### src/rtl/sum_result_buffer.sv
// sum_result_buffer: captures every adder result into a small FIFO, re-presents
// results on a valid/ready handshake, accumulates every popped result and
// reports overflow through a sticky flag plus a saturating drop counter.
module sum_result_buffer #(
    parameter int W     = 20,
    parameter int DEPTH = 4,
    parameter int ACC_W = 32,
    localparam int CW   = $clog2(DEPTH) + 1
) (
    input  logic             clk,
    input  logic             rst_n,
    input  logic             in_valid,
    input  logic [W-1:0]     in_data,
    input  logic             clr,
    output logic             out_valid,
    input  logic             out_ready,
    output logic [W-1:0]     out_data,
    output logic [ACC_W-1:0] acc,
    output logic [CW-1:0]    count,
    output logic             full,
    output logic             empty,
    output logic             overflow,
    output logic [7:0]       drop_cnt
);

    localparam int AW = $clog2(DEPTH);

    logic [W-1:0]  mem [DEPTH];
    logic [AW-1:0] wptr;
    logic [AW-1:0] rptr;

    logic do_pop;
    logic do_push;
    logic do_drop;

    // Status flags come straight from the registered occupancy.
    assign full      = (count == CW'(DEPTH));
    assign empty     = (count == '0);
    assign out_valid = !empty;
    assign out_data  = mem[rptr];

    // Handshake decode; clr suppresses every state-changing action.
    // NOTE: every signal written here gets a default first so no latch is inferred.
    always_comb begin
        do_pop  = 1'b0;
        do_push = 1'b0;
        do_drop = 1'b0;
        if (!clr) begin
            do_pop = out_valid && out_ready;
            if (in_valid) begin
                // A pop in the same cycle frees the slot the new entry takes.
                if (!full || do_pop) begin
                    do_push = 1'b1;
                end else begin
                    do_drop = 1'b1;
                end
            end
        end
    end

    // Storage array: written at wptr on every accepted push; cleared only by reset.
    // NOTE: the array is reset so out_data reads 0 after reset; clr leaves it alone.
    always_ff @(posedge clk or negedge rst_n) begin
        if (!rst_n) begin
            for (int i = 0; i < DEPTH; i++) begin
                mem[i] <= '0;
            end
        end else if (do_push) begin
            mem[wptr] <= in_data;
        end
    end

    // Pointers and occupancy; pointers wrap naturally because DEPTH is a power of two.
    // NOTE: sequential state uses non-blocking assignments only.
    always_ff @(posedge clk or negedge rst_n) begin
        if (!rst_n) begin
            wptr  <= '0;
            rptr  <= '0;
            count <= '0;
        end else if (clr) begin
            wptr  <= '0;
            rptr  <= '0;
            count <= '0;
        end else begin
            if (do_push) begin
                wptr <= wptr + AW'(1);
            end
            if (do_pop) begin
                rptr <= rptr + AW'(1);
            end
            case ({do_push, do_pop})
                2'b10:   count <= count + CW'(1);
                2'b01:   count <= count - CW'(1);
                default: count <= count;
            endcase
        end
    end

    // Running sum of popped entries; wraps modulo 2^ACC_W by construction.
    always_ff @(posedge clk or negedge rst_n) begin
        if (!rst_n) begin
            acc <= '0;
        end else if (clr) begin
            acc <= '0;
        end else if (do_pop) begin
            acc <= acc + ACC_W'(out_data);
        end
    end

    // Overflow reporting: sticky flag plus drop counter that holds at 255.
    always_ff @(posedge clk or negedge rst_n) begin
        if (!rst_n) begin
            overflow <= 1'b0;
            drop_cnt <= '0;
        end else if (clr) begin
            overflow <= 1'b0;
            drop_cnt <= '0;
        end else if (do_drop) begin
            overflow <= 1'b1;
            if (drop_cnt != 8'hFF) begin
                drop_cnt <= drop_cnt + 8'd1;
            end
        end
    end

endmodule

### config.mk
export PLATFORM = sky130hd
export DESIGN_NAME = sum_result_buffer
export DESIGN_NICKNAME = d
export VERILOG_FILES = /design/src/rtl/sum_result_buffer.sv
export SDC_FILE = /design/constraint.sdc
export NUM_CORES = 1
export LEC_CHECK = 0
export ABC_AREA = 1
export BUFFER_PORTS_ARGS = -buffer_cell sky130_fd_sc_hd__buf_2
export CAP_MARGIN = 20
export CORE_ASPECT_RATIO = 0.7
export CORE_MARGIN = 1
export CORE_UTILIZATION = 40
export CTS_CLUSTER_DIAMETER = 50
export DETAILED_ROUTE_END_ITERATION = 10
export GPL_ROUTABILITY_DRIVEN = 1
export PLACE_DENSITY = 0.58
export SLEW_MARGIN = 20
export SYNTH_ARGS = -nofsm -noshare
export SYNTH_HDL_FRONTEND = slang
export SYNTH_SLANG_ARGS = --single-unit
### constraint.sdc
create_clock -name clk -period 3.8 [get_ports clk]
set_input_delay 0.19 -clock clk [delete_from_list [all_inputs] [get_ports clk]]
set_output_delay 0.19 -clock clk [all_outputs]
set_load 0.02 [all_outputs]
* After elaboration in Yosys (flattened, before gate mapping)
Cells that the tools add are included. Widths: inputs -> output; s select.
Cells by class: $add $sub $neg 6, order comparisons 3, eq/ne operators 4, muxes and demuxes 26, bitwise operators 2, reduce and logical (&&, ||, !) cells 12
Operators by type and width (count):
- $bwmux 80 | 1
- $mux 32 | 2
- $mux 20 | 3
- $bmux 20 s2 | 1
- $demux 20 s2 | 1
- $add 32x20->32 | 1
- $mux 8 | 3
- $mux 1 | 9
- $add 8x1->8 const B | 1
- $mux 2 | 4
- $ne 8x8->1 const B | 1
- $reduce_bool 2->1 | 4
- $ge 3x3->1 const B | 2
- $not 2->3 | 2
- $pmux 3 s2 | 1
- $add 2x1->2 const B | 2
- $add 3x1->3 const B | 1
- $eq 3x3->1 const B | 1
- $logic_not 3->1 | 1
- $lt 3x1->1 const B | 1
- $mux 3 | 1
- $reduce_bool 3->1 | 1
- $sub 3x1->3 const B | 1
- $eq 2x1->1 const B | 1
- other kinds (5) | 7
Word-level totals: register bits after elaboration 128, bits of input ports 25, output and inout bits 67

* Logic depth before layout (Yosys ltp)
Gate-level depths: netlist (run 1).
depth in word-level cells 10, gate-level depth with buffers 17, mapped depth without buffers 16

* Worst setup path before layout (run 1)
OpenSTA, ideal clock, no wires.
path kind flip-flop to flip-flop, start point register rptr[0], end point register acc[22], data arrival time 2805 ps, required time 3681 ps, setup slack 875 ps, stages on the path, launching flop included 17, clock period less this slack 2925 ps, path through dfrtp_1 clkbuf_1 inv_1 clkbuf_1 nor2_1 o22ai_1 ha_1 inv_1 fa_1 nor2_1 nor2_1 o21ai_1 nand2_1 nand3_1 nand3_1 nand2_1 nor2_1
Between the ends: cells in the longest elaborated chain, start to end 7
RTL lines:
- start: declaration | RTL line 30 | logic [AW-1:0] rptr;
- start signal: assignment | RTL line 89 | rptr <= rptr + AW'(1);
- $not 2->3 (not written as such) | RTL line 40 | assign out_data = mem[rptr];
- $bmux 20 s2 | RTL line 40
- $mux 20 (not written as such) (2 in series) | RTL line 40
- via out_data[0] | RTL line 17 | output logic [W-1:0] out_data,
- $add 32x20->32 | RTL line 106 | acc <= acc + ACC_W'(out_data);
- $mux 32 | RTL line 105 | end else if (do_pop) begin
- $mux 32 | RTL line 103 | end else if (clr) begin
- end signal: assignment | RTL line 106
- end: declaration | RTL line 18 | output logic [ACC_W-1:0] acc,
The timed path passes the listed nets, and every way through them passes these cells. The select of a mux whose other input is x is not followed. A chain may end at the register's enable or synchronous reset.

* Worst setup path in the final report (run 1)
start point register rptr[1], end point register acc[20]
Between the ends: cells in the longest elaborated chain, start to end 7
RTL lines (RTL line):
- $not 2->3 (not written as such) | 40
- $bmux 20 s2 | 40
- $mux 20 (not written as such) (2 in series) | 40
- $add 32x20->32 | 106
- $mux 32 | 105
- $mux 32 | 103
Every way passes these cells. The select of a mux whose other input is x is not followed.

==> results of run 1 <==
==> Yosys cell counts, types with 4 or more instances <==
| cell type | number | area share, % |
|---|---|---|
| nand4_1 | 4 | 0.33 |
| o22ai_1 | 19 | 1.6 |
| nor3_1 | 7 | 0.46 |
| clkbuf_1 | 14 | 0.69 |
| nor2_1 | 100 | 4.9 |
| ha_1 | 25 | 4.1 |
| nand3b_1 | 5 | 0.49 |
| nor2_4 | 5 | 0.74 |
| nand3_1 | 43 | 2.8 |
| xnor2_1 | 8 | 0.92 |
| o21ai_0 | 67 | 4.4 |
| a21oi_1 | 39 | 2.6 |
| buf_12 | 4 | 1.1 |
| dfrtp_1 | 128 | 42 |
| mux2_4 | 78 | 15 |
| inv_1 | 77 | 3.8 |
| nand2_1 | 173 | 8.5 |
==> power by group through the flow <==
stage / clock network [mW] / registers, mW / logic, mW
3_5_place_dp: 0 / 2.19 / 3.54
6_report: 1.67 / 2.19 / 3.56
4_1_cts: 1.69 / 2.18 / 3.55
3_3_place_gp: 0 / 2.20 / 3.52
2_1_floorplan: 0 / 2.23 / 2.42
5_1_grt: 1.74 / 2.24 / 3.95
==> cell families (layout without fill, tap and decap cells) <==
| kind of cell | count (synthesis) | after routing | share of synthesized area, % |
|---|---|---|---|
| xor gates and xnor gates | 11 | 11 | 1.268 |
| muxes | 79 | 79 | 15.56 |
| AOI/OAI and AO/OA | 135 | 135 | 9.519 |
| adders and majority gates | 27 | 27 | 4.644 |
| and+or+nand+nor | 352 | 352 | 20.01 |
| DFF | 128 | 128 | 42.16 |
| buffers and inverters | 109 | 211 | 6.835 |
==> registers in the layout, indices dropped and copies added, names as in the netlist <==
| name | cells |
|---|---|
| overflow | 1 |
| mem | 80 |
| wptr | 2 |
| rptr | 2 |
| acc | 32 |
| drop_cnt | 8 |
| count | 3 |
==> metrics by stage <==
stage | setup WS (ns) | instance area [µm²] | utilization, %
2_1_floorplan | 0.8750 | 7597 | -
3_3_place_gp | 0.7904 | 8203 | 44.79
3_5_place_dp | 0.7675 | 8203 | 44.79
4_1_cts | 0.7523 | 8811 | 48.11
5_1_grt | 0.3473 | 8811 | 48.11
6_report | 0.7048 | 8811 | 48.11
==> area by class of cell <==
cell class | instances | area share [%]
Multi-Input combinational cell | 604 | 43.98
Inverter | 80 | 3.437
Clock inverter | 11 | 1.448
Tap cell | 236 | 3.351
Clock buffer | 21 | 5.339
Timing Repair Buffer | 99 | 6.092
Sequential cell | 128 | 36.35
==> critical path, cell delays in order, from the launching register on <==
cell	delay, ns
dfrtp_1	0.37
inv_1	0.49
o21ai_0	0.18
o22ai_1	0.45
ha_1	0.29
nand2_1	0.11
nor2_1	0.15
inv_1	0.07
nor3_1	0.24
nand3b_1	0.13
nand3_1	0.25
nand3_1	0.11
nand2_1	0.08
nor2_1	0.04
==> placed cells by master, fill, tap and decap left out, drive strengths merged, types with 2 or more instances in the layout <==
cell	synthesis	routed
o21ai	69	69
a22o	2	2
or2	2	2
xor2	3	3
nand3	43	43
mux2	79	79
clkinvlp	0	3
nand4	4	4
nand2	179	179
inv	80	83
clkbuf	15	21
o21bai	3	3
clkinv	0	3
xnor2	8	8
o22ai	19	19
dfrtp	128	128
nor2	109	109
ha	25	25
nand3b	5	5
fa	2	2
nor3	8	8
a21oi	39	39
bufinv	0	2
buf	14	98
==> worst paths after layout <==
kind	startpoint	end	slack, ns	depth (start not counted)
worst min-delay path	in_data[3]	mem[63]$_DFFE_PN0P_	0.05	2
max in group asynchronous	rst_n	acc[28]$_DFFE_PN0P_	2.45	3
worst min register to register	mem[57]$_DFFE_PN0P_	mem[57]$_DFFE_PN0P_	0.50	1
worst max register to register	rptr[1]$_DFFE_PN0P_	acc[20]$_DFFE_PN0P_	0.70	13
worst max-delay path	rptr[1]$_DFFE_PN0P_	acc[20]$_DFFE_PN0P_	0.70	13
min in group asynchronous	rst_n	mem[63]$_DFFE_PN0P_	0.42	2
==> routing by layer <==
layer | wire length (µm) | global-route usage (%) | vias to the layer above
li1 | - | - | 2970
met1 | 10580 | 33.98 | 2850
met2 | 7774 | 28.47 | 189
met3 | 1336 | 5.535 | 21
met4 | 228 | 6.076 | 0
met5 | 0 | 0 | -
==> repair_timing <==
item | 4_1_cts | 5_1_grt
setup endpoints to repair | 0 | 0
hold endpoints to repair | 101 | 0
gates resized for setup | 0 | 0
hold buffers | 1 | 0
==> metrics.md, run 1 <==
| Metric | Value |
|---|---|
| Setup TNS | 0 ns |
| CORE AREA | 18,310 µm² |
| Clk buf depth | 2 |
| CP Capture Type | register |
| EDFF count, synth | 0 |
| Worst-Margin Slew | 1.005 ns |
| 1st-pass router iterations | 5 |
| Vias in the first global route | 5,649 |
| Global-route wire length before repair | 32,220 µm |
| Pleak | 4.428 nW |
| RSZ-0062 raised after global routing | false |
| Area of the multi-input gates | 3875 µm² |
| Die Y | 117.3 µm |
| CP Max Fanout | 21 |
| Syn nets | 893 |
| Startpoint types | register |
| Initial Util | 41.48% |
| Clock root buffer master | clkbuf_16 |
| Port buffer count | 91 |
| Routed wire length | 19,920 µm |
| CTS Buf Count | 17 |
| Num ports | 92 |
| Row Count | 41 |
| Filler cell count | 1,774 |
| Max-cap violations | 0 |
| Fin crit period | 3.095 ns |
| Drt drc | 0 |
| Fraction of registers with async set/reset | 100.0% |
| Worst hold slack | 0.05022 ns |
| Comb power frac | 48.0% |
| Worst skew pair latency | 0.42 ns |
| Final setup violation count | 0 |
| Worst Path Arrival | 3.40 ns |
| Fin nets | 982 |
| Cells after synthesis | 841 |
| Part of the power in registers | 29.5% |
| Overall Power | 7.413 mW |
| Post-synthesis sequential area ratio | 42.16% |
| Distinct cell type count after synthesis | 44 |
| Reg clk slew, reported paths | 0.06 ns |
| Ant diodes | 0 |
| CTS Sinks | 128 |
| Detailed placement HPWL | 14,280 µm |
| Peak VDD IR | 387.1 µV |
| Hold crit path type | in -> reg |
| Die Span X | 166.7 µm |
| CTS tree | yes |
| Period Utilization, post-route | 81.45% |
| Non-filler cells, final | 1,179 |
| Mean routed wirelength per cell | 16.90 µm |
| Post-CTS Setup Repair Bufs | 0 |
| Synth Area per Inst | 9.034 µm² |
| Placed cell count | 1,146 |
| Final Hold Fails | 0 |
| GRT overflow | 0 |
| Pin count of the biggest net entering global routing | 103 |
| DIE AREA | 19,560 µm² |
| Vias post-DR | 6,030 |
| Max Freq | 323.1 MHz |
| Ys flop type | dfrtp_1 |
| FF/Latch Area | 3203 µm² |
| Status | completed |
| Slew Limit Fails | 0 |
| # H-tree levels | 4 |
| Clock network power share | 22.5% |
| WP data required | 4.11 ns |
| DR vias/cell | 5.115 |
| Synth Cell Area | 7597 µm² |
| Sw Share | 42.70% |
| Total GRT Usage | 21.62% |
| P&R area growth vs syn | 15.97% |
| NetSw | 3.165 mW |
| First DRT Iteration DRCs | 521 |
| Clk_skew | 0.008303 ns |
| Gpl congestion | 0.9056 |
| Slew HR | 32.82% |
| Cell Pwr Density | 841.4 nW/µm² |
| Layout cells sized above 1 | 24.28% |
| Post-synthesis sequential element count | 128 |
| Int Pwr | 4.248 mW |
| Crit path kind | reg -> reg |
| Number of routed nets with antenna violations | 0 |
| Antenna violations before repair | 0 |
| Yosys warnings | 0 |
(Power assumes the default switching activity.)
==> run 2: changes to the inputs <==
--- a/config.mk
+++ b/config.mk
@@ -14,7 +14,7 @@
 export CTS_CLUSTER_DIAMETER = 50
 export DETAILED_ROUTE_END_ITERATION = 10
 export GPL_ROUTABILITY_DRIVEN = 1
-export PLACE_DENSITY = 0.58
+export PLACE_DENSITY = 0.61
 export SLEW_MARGIN = 20
 export SYNTH_ARGS = -nofsm -noshare
 export SYNTH_HDL_FRONTEND = slang
==> constraint.sdc (replaced) <==
create_clock -name clk -period 2.6 [get_ports clk]
set_input_delay 0.13 -clock clk [delete_from_list [all_inputs] [get_ports clk]]
set_output_delay 0.13 -clock clk [all_outputs]
set_load 0.02 [all_outputs]
==> metrics.md, run 2 (synthesis gave the netlist of run 1 again) <==
| Metric | Value |
|---|---|
| Clk_skew | 0.01699 ns |
| P&R area growth vs syn | 34.52% |
| Global-route wire length before repair | 34,950 µm |
| 1st-pass router iterations | 5 |
| Worst path slowest cell | dfrtp_2 |
| CTS tree | yes |
| Worst R2R Path Depth | 14 |
| Gpl congestion | 0.8853 |
| Hold crit path type | in -> reg |
| Mean routed wirelength per cell | 17.04 µm |
| Status | finished, violations left |
| CTS Buf Count | 17 |
| DR vias/cell | 5.132 |
| CORE AREA | 18,310 µm² |
| Worst r2r src | rptr[0]$_DFFE_PN0P_ |
| Slew Limit Fails | 0 |
| Finished Cell Area | 10,220 µm² |
| Largest stage delay on the critical path | 0.45 ns |
| Max Freq | 383.6 MHz |
| DP Worst Slack | -0.1468 ns |
| Initial Util | 41.48% |
| Clk buf depth | 2 |
| Number of routed nets with antenna violations | 0 |
| Top reg by flops | mem |
| Placed cell count | 1,238 |
| Vias post-DR | 6,625 |
| Post-layout util | 55.80% |
| Vias in the first global route | 6,337 |
| Worst hold slack | 0.006442 ns |
| Port buffer count | 91 |
| Crit path cell chain | buf_4, o21ai_1, o22ai_2, ha_1, buf_4, nand2_1, nand2_1, inv_1, nand2_1, o21bai_1, buf_4, buf_6, xnor2_1, o21ai_1 |
| Startpoint types | register |
| Non-filler cells, final | 1,291 |
| GRT overflow | 0 |
| Peak VDD IR | 641.1 µV |
| CP Capture Type | register |
| Number of flip-flops in the largest register | 80 |
| Reg clk slew, reported paths | 0.07 ns |
| Worst min-delay path startpoint | in_data[7] |
| Fin crit period | 2.607 ns |
| Layout cells sized above 1 | 39.91% |
| Clock root buffer master | clkbuf_16 |
| Crit path kind | reg -> reg |
| Row Count | 41 |
| First DRT Iteration DRCs | 439 |
| Routed wire length | 22,000 µm |
| Final setup violation count | 1 |
| Capturing point of the worst reg2reg path | acc[8]$_DFFE_PN0P_ |
| Pleak | 5.074 nW |
| Total GRT Usage | 23.20% |
| Die Y | 117.3 µm |
| Ant diodes | 0 |
| Largest registers | mem (80), acc (32), drop_cnt (8) |
| DIE AREA | 19,560 µm² |
| Max-cap violations | 0 |
| Final Hold Fails | 0 |
| Final WS setup | -0.007125 ns |
| Commonest non-fill, non-tap cell in the layout | nand2_1 |
| Worst-Margin Slew | 0.6459 ns |
| Worst Path Arrival | 2.91 ns |
| Drt drc | 0 |
| Origin of the worst setup path | rptr[0]$_DFFE_PN0P_ |
| Worst skew pair latency | 0.44 ns |
| Violated checks | setup timing |
| Critical Path Sink | acc[8]$_DFFE_PN0P_ |
| Period Utilization, post-route | 100.3% |
| CTS Sinks | 128 |
| Fin nets | 1,094 |
| Pin count of the biggest net entering global routing | 47 |
| CP Max Fanout | 16 |
| # H-tree levels | 4 |
| Detailed placement HPWL | 15,450 µm |
| Cell Area, Placed | 8981 µm² |
| Cell Pwr Density | 1284 nW/µm² |
| Worst R2R Setup Slack | -0.007 ns |
| Slew HR | 56.94% |
| Die Span X | 166.7 µm |
| Most frequent cells in the layout | 157 x nand2_1, 127 x dfrtp_1, 97 x buf_4 |
| Antenna violations before repair | 0 |
| RSZ-0062 raised after global routing | true |
| Num ports | 92 |
| WP data required | 2.90 ns |
[run 2: area by class of cell]
| type | count | area (µm²) |
|---|---|---|
| repair buffers | 211 | 1471 |
| inverters | 80 | 305.3 |
| flip-flops and latches | 128 | 3204 |
| clock inverters | 14 | 156.4 |
| fillers | 1620 | 8094 |
| clock buffers | 18 | 429.2 |
| multi-input cells | 604 | 4358 |
| well taps | 236 | 295.3 |
[run 2: through the flow]
step	power (mW)	setup TNS [ns]
2_1_floorplan	6.876	0
3_3_place_gp	9.546	-0.8347
3_5_place_dp	9.619	-1.393
4_1_cts	12.29	-0.01604
5_1_grt	13.93	-1.241
6_report	13.13	-0.007125
[run 2: power breakdown]
group / switching [mW] / internal (mW)
Combinational: 3.89 / 3.54
Clock: 0.995 / 1.43
Sequential: 0.588 / 2.69
[run 2: metal layers]
layer	vias to the layer above	part of all wire [%]	routed length [µm]	global-route usage, %
li1	3194	-	-	-
met1	3203	52	11400	36.08
met2	203	41	9012	31.36
met3	25	5.7	1261	5.704
met4	0	1.5	323	6.076
met5	-	0	0	0
[run 2: worst max-delay path: cells and delay by family, from the launching register on]
family,cells,cell delay [ns]
and+or+nand+nor,3,0.23
adders and majority gates,1,0.29
DFF,1,0.45
buffers and inverters,5,0.74
AOI/OAI and AO/OA,4,0.62
xor gates and xnor gates,1,0.12
[run 2: timing repair]
action                     4_1_cts  5_1_grt
setup buffers                    4        4
resized for setup               23      104
gates cloned                     0        0
hold buffers                    13        0
pin swaps                       11       20
hold endpoints to repair        91        0
setup endpoints to repair       25       27
[run 2: worst min path at each step]
stage                          end  cells after the start  slack (ns)
3_5_place_dp   mem[43]$_DFFE_PN0P_                      1        0.20
5_1_grt        mem[47]$_DFFE_PN0P_                      2       0.009
3_3_place_gp   mem[68]$_DFFE_PN0P_                      1        0.19
2_1_floorplan   acc[0]$_DFFE_PN0P_                      0       -0.17
4_1_cts         mem[7]$_DFFE_PN0P_                      2     0.00002
6_report        mem[7]$_DFFE_PN0P_                      2       0.006
==> run 3: changes to the inputs <==
--- a/config.mk
+++ b/config.mk
@@ -8,13 +8,16 @@
 export ABC_AREA = 1
 export BUFFER_PORTS_ARGS = -buffer_cell sky130_fd_sc_hd__buf_2
 export CAP_MARGIN = 20
+export CELL_PAD_IN_SITES_DETAIL_PLACEMENT = 0
+export CELL_PAD_IN_SITES_GLOBAL_PLACEMENT = 2
 export CORE_ASPECT_RATIO = 0.7
 export CORE_MARGIN = 1
-export CORE_UTILIZATION = 40
+export CORE_UTILIZATION = 33
 export CTS_CLUSTER_DIAMETER = 50
 export DETAILED_ROUTE_END_ITERATION = 10
 export GPL_ROUTABILITY_DRIVEN = 1
-export PLACE_DENSITY = 0.61
+export GPL_TIMING_DRIVEN = 0
+export PLACE_DENSITY = 0.87
 export SLEW_MARGIN = 20
 export SYNTH_ARGS = -nofsm -noshare
 export SYNTH_HDL_FRONTEND = slang
==> metrics.md, run 3 (synthesis gave the netlist of run 1 again) <==
| Metric | Value |
|---|---|
| Status | completed |
| Global-route wire length before repair | 35,080 µm |
| Number of flip-flops in the largest register | 80 |
| Slew Limit Fails | 0 |
| Ant diodes | 0 |
| # H-tree levels | 4 |
| Startpoint types | register |
| Final WS setup | 0.07804 ns |
| Layout cells sized above 1 | 42.14% |
| Grt met1 use | 27.97% |
| Gpl congestion | 0.8266 |
| DR vias/cell | 4.825 |
| Row Count | 46 |
| Worst Path Arrival | 2.83 ns |
| CTS Buf Count | 17 |
| Cell Pwr Density | 1238 nW/µm² |
| CP Max Fanout | 7 |
| M3 GR Usage | 3.736% |
| Worst min-delay path startpoint | clr |
| Commonest non-fill, non-tap cell in the layout | nand2_1 |
| CTS tree | yes |
| CTS Sinks | 128 |
| Worst-Margin Slew | 0.5724 ns |
| Final Hold Fails | 0 |
| Part of the power in registers | 25.4% |
| Die Y | 128.9 µm |
| Pleak | 4.984 nW |
| Final setup violation count | 0 |
| Largest registers | mem (80), acc (32), drop_cnt (8) |
| Pin count of the biggest net entering global routing | 83 |
| CP bufs+invs | 4 |
| Worst hold slack | 0.005165 ns |
| First DRT Iteration DRCs | 316 |
| P&R area growth vs syn | 38.22% |
| Period Utilization, post-route | 97.00% |
| Peak VDD IR | 516.4 µV |
| Sw Share | 42.99% |
| Hold crit path type | in -> reg |
| Fin nets | 1,057 |
| Vias in the first global route | 6,252 |
| Clk buf depth | 2 |
| Routed wire length | 22,800 µm |
| DP Worst Slack | -0.6195 ns |
| GR peak layer | met2 |
| Filler cell count | 2,139 |
| Total GRT Usage | 19.75% |
| Detailed placement HPWL | 16,120 µm |
| Crit path kind | reg -> reg |
| DIE AREA | 23,640 µm² |
| Top reg by flops | mem |
| CORE AREA | 22,620 µm² |
| Initial Util | 33.59% |
| Max-cap violations | 0 |
| GRT overflow | 0 |
| Fin crit period | 2.522 ns |
| Port buffer count | 90 |
| Int Pwr | 7.412 mW |
| Crit path cell chain | buf_8, clkinv_8, buf_8, nor2_2, o22ai_2, ha_2, inv_2, fa_2, nor2_4, nor2_4, nand3b_1, nand3_4, nand3_1, nand2_1, nor2_1 |
| Origin of the worst setup path | rptr[0]$_DFFE_PN0P_ |
| Vias post-DR | 6,417 |
| Number of routed nets with antenna violations | 0 |
| Num ports | 92 |
| CP Capture Type | register |
| Met2 Usage GRT | 30.84% |
| Reg clk slew, reported paths | 0.06 ns |
| Worst path slowest cell | dfrtp_1 |
| Clock network power share | 18.3% |
| Largest stage delay on the critical path | 0.38 ns |
| Setup TNS | 0 ns |
| WP data required | 2.91 ns |
| NetSw | 5.590 mW |
| Antenna violations before repair | 0 |
| Worst skew pair latency | 0.43 ns |
| Max Freq | 396.5 MHz |
| Comb power frac | 56.3% |
| Mean routed wirelength per cell | 17.14 µm |
| Clock root buffer master | clkbuf_16 |
| Clk_skew | 0.01573 ns |
| Die Span X | 183.4 µm |
| Slew HR | 61.84% |
| Most frequent cells in the layout | 151 x nand2_1, 127 x dfrtp_1, 92 x buf_2 |
| Worst r2r src | rptr[0]$_DFFE_PN0P_ |
| Cell family with most CP delay | simple AND/OR/NAND/NOR gates |
| RSZ-0062 raised after global routing | true |
| 1st-pass router iterations | 4 |
| FF/Latch Area | 3204 µm² |
| Area of the multi-input gates | 4718 µm² |
| Drt drc | 0 |
==> run 3: worst register-to-register path: stages (launching register included) <==
cell	delay [ns]
dfrtp_1	0.38
buf_8	0.15
clkinv_8	0.08
buf_8	0.13
nor2_2	0.04
o22ai_2	0.20
ha_2	0.24
inv_2	0.04
fa_2	0.37
nor2_4	0.14
nor2_4	0.07
nand3b_1	0.21
nand3_4	0.17
nand3_1	0.09
nand2_1	0.07
nor2_1	0.04
==> run 3: power by group through the flow <==
stage	clock, mW	sequential (mW)	combinational [mW]
after CTS	2.42	3.21	6.11
after global routing	2.50	3.39	7.90
after global placement	0	3.18	5.31
after detailed placement	0	3.18	5.35
after floorplan	0	3.26	3.62
final	2.38	3.30	7.32
==> run 3: layer usage <==
| metal | up-vias | part of all wire (%) |
|---|---|---|
| li1 | 3121 | - |
| met1 | 3152 | 50 |
| met2 | 123 | 45 |
| met3 | 21 | 3.9 |
| met4 | 0 | 1.2 |
| met5 | - | 0 |
==> run 3: path summary, 6_finish.rpt <==
kind                                   endpoint  slack [ns]  cells past startpoint
max                         acc[20]$_DFFE_PN0P_        0.08                     15
max reg2reg                 acc[20]$_DFFE_PN0P_        0.08                     15
max in group asynchronous   rptr[1]$_DFFE_PN0P_        1.62                      3
min reg2reg                 mem[59]$_DFFE_PN0P_        0.51                      1
min                        overflow$_DFFE_PN0P_       0.005                      2
min in group asynchronous    acc[1]$_DFFE_PN0P_        0.22                      2
==> run 3: cell type report <==
class | count | area share, %
Tap cell | 312 | 3.717
Clock inverter | 11 | 1.251
Timing Repair Buffer | 145 | 9.103
Sequential cell | 128 | 30.51
Clock buffer | 21 | 4.289
Inverter | 80 | 3.003
Multi-Input combinational cell | 604 | 44.93
Buffer | 29 | 3.193
==> run 3: repair_timing <==
item / 4_1_cts / 5_1_grt
resized for setup: 77 / 163
buffers inserted: 21 / 15
hold buffers: 15 / 0
cloned: 1 / 2
pin swaps: 24 / 48
endpoints found under the hold margin: 101 / 0
setup endpoints to repair: 29 / 23
==> run 3: stage by stage <==
step	util (%)	cells	cell area (µm²)	total power [mW]
detailed placement	37.79	1244	8548	8.531
finish	46.43	1330	10500	13.00
global placement	37.63	1243	8511	8.487
CTS	43.20	1313	9771	11.74
global route	46.43	1330	10500	13.79
floorplan	-	841	7670	6.876
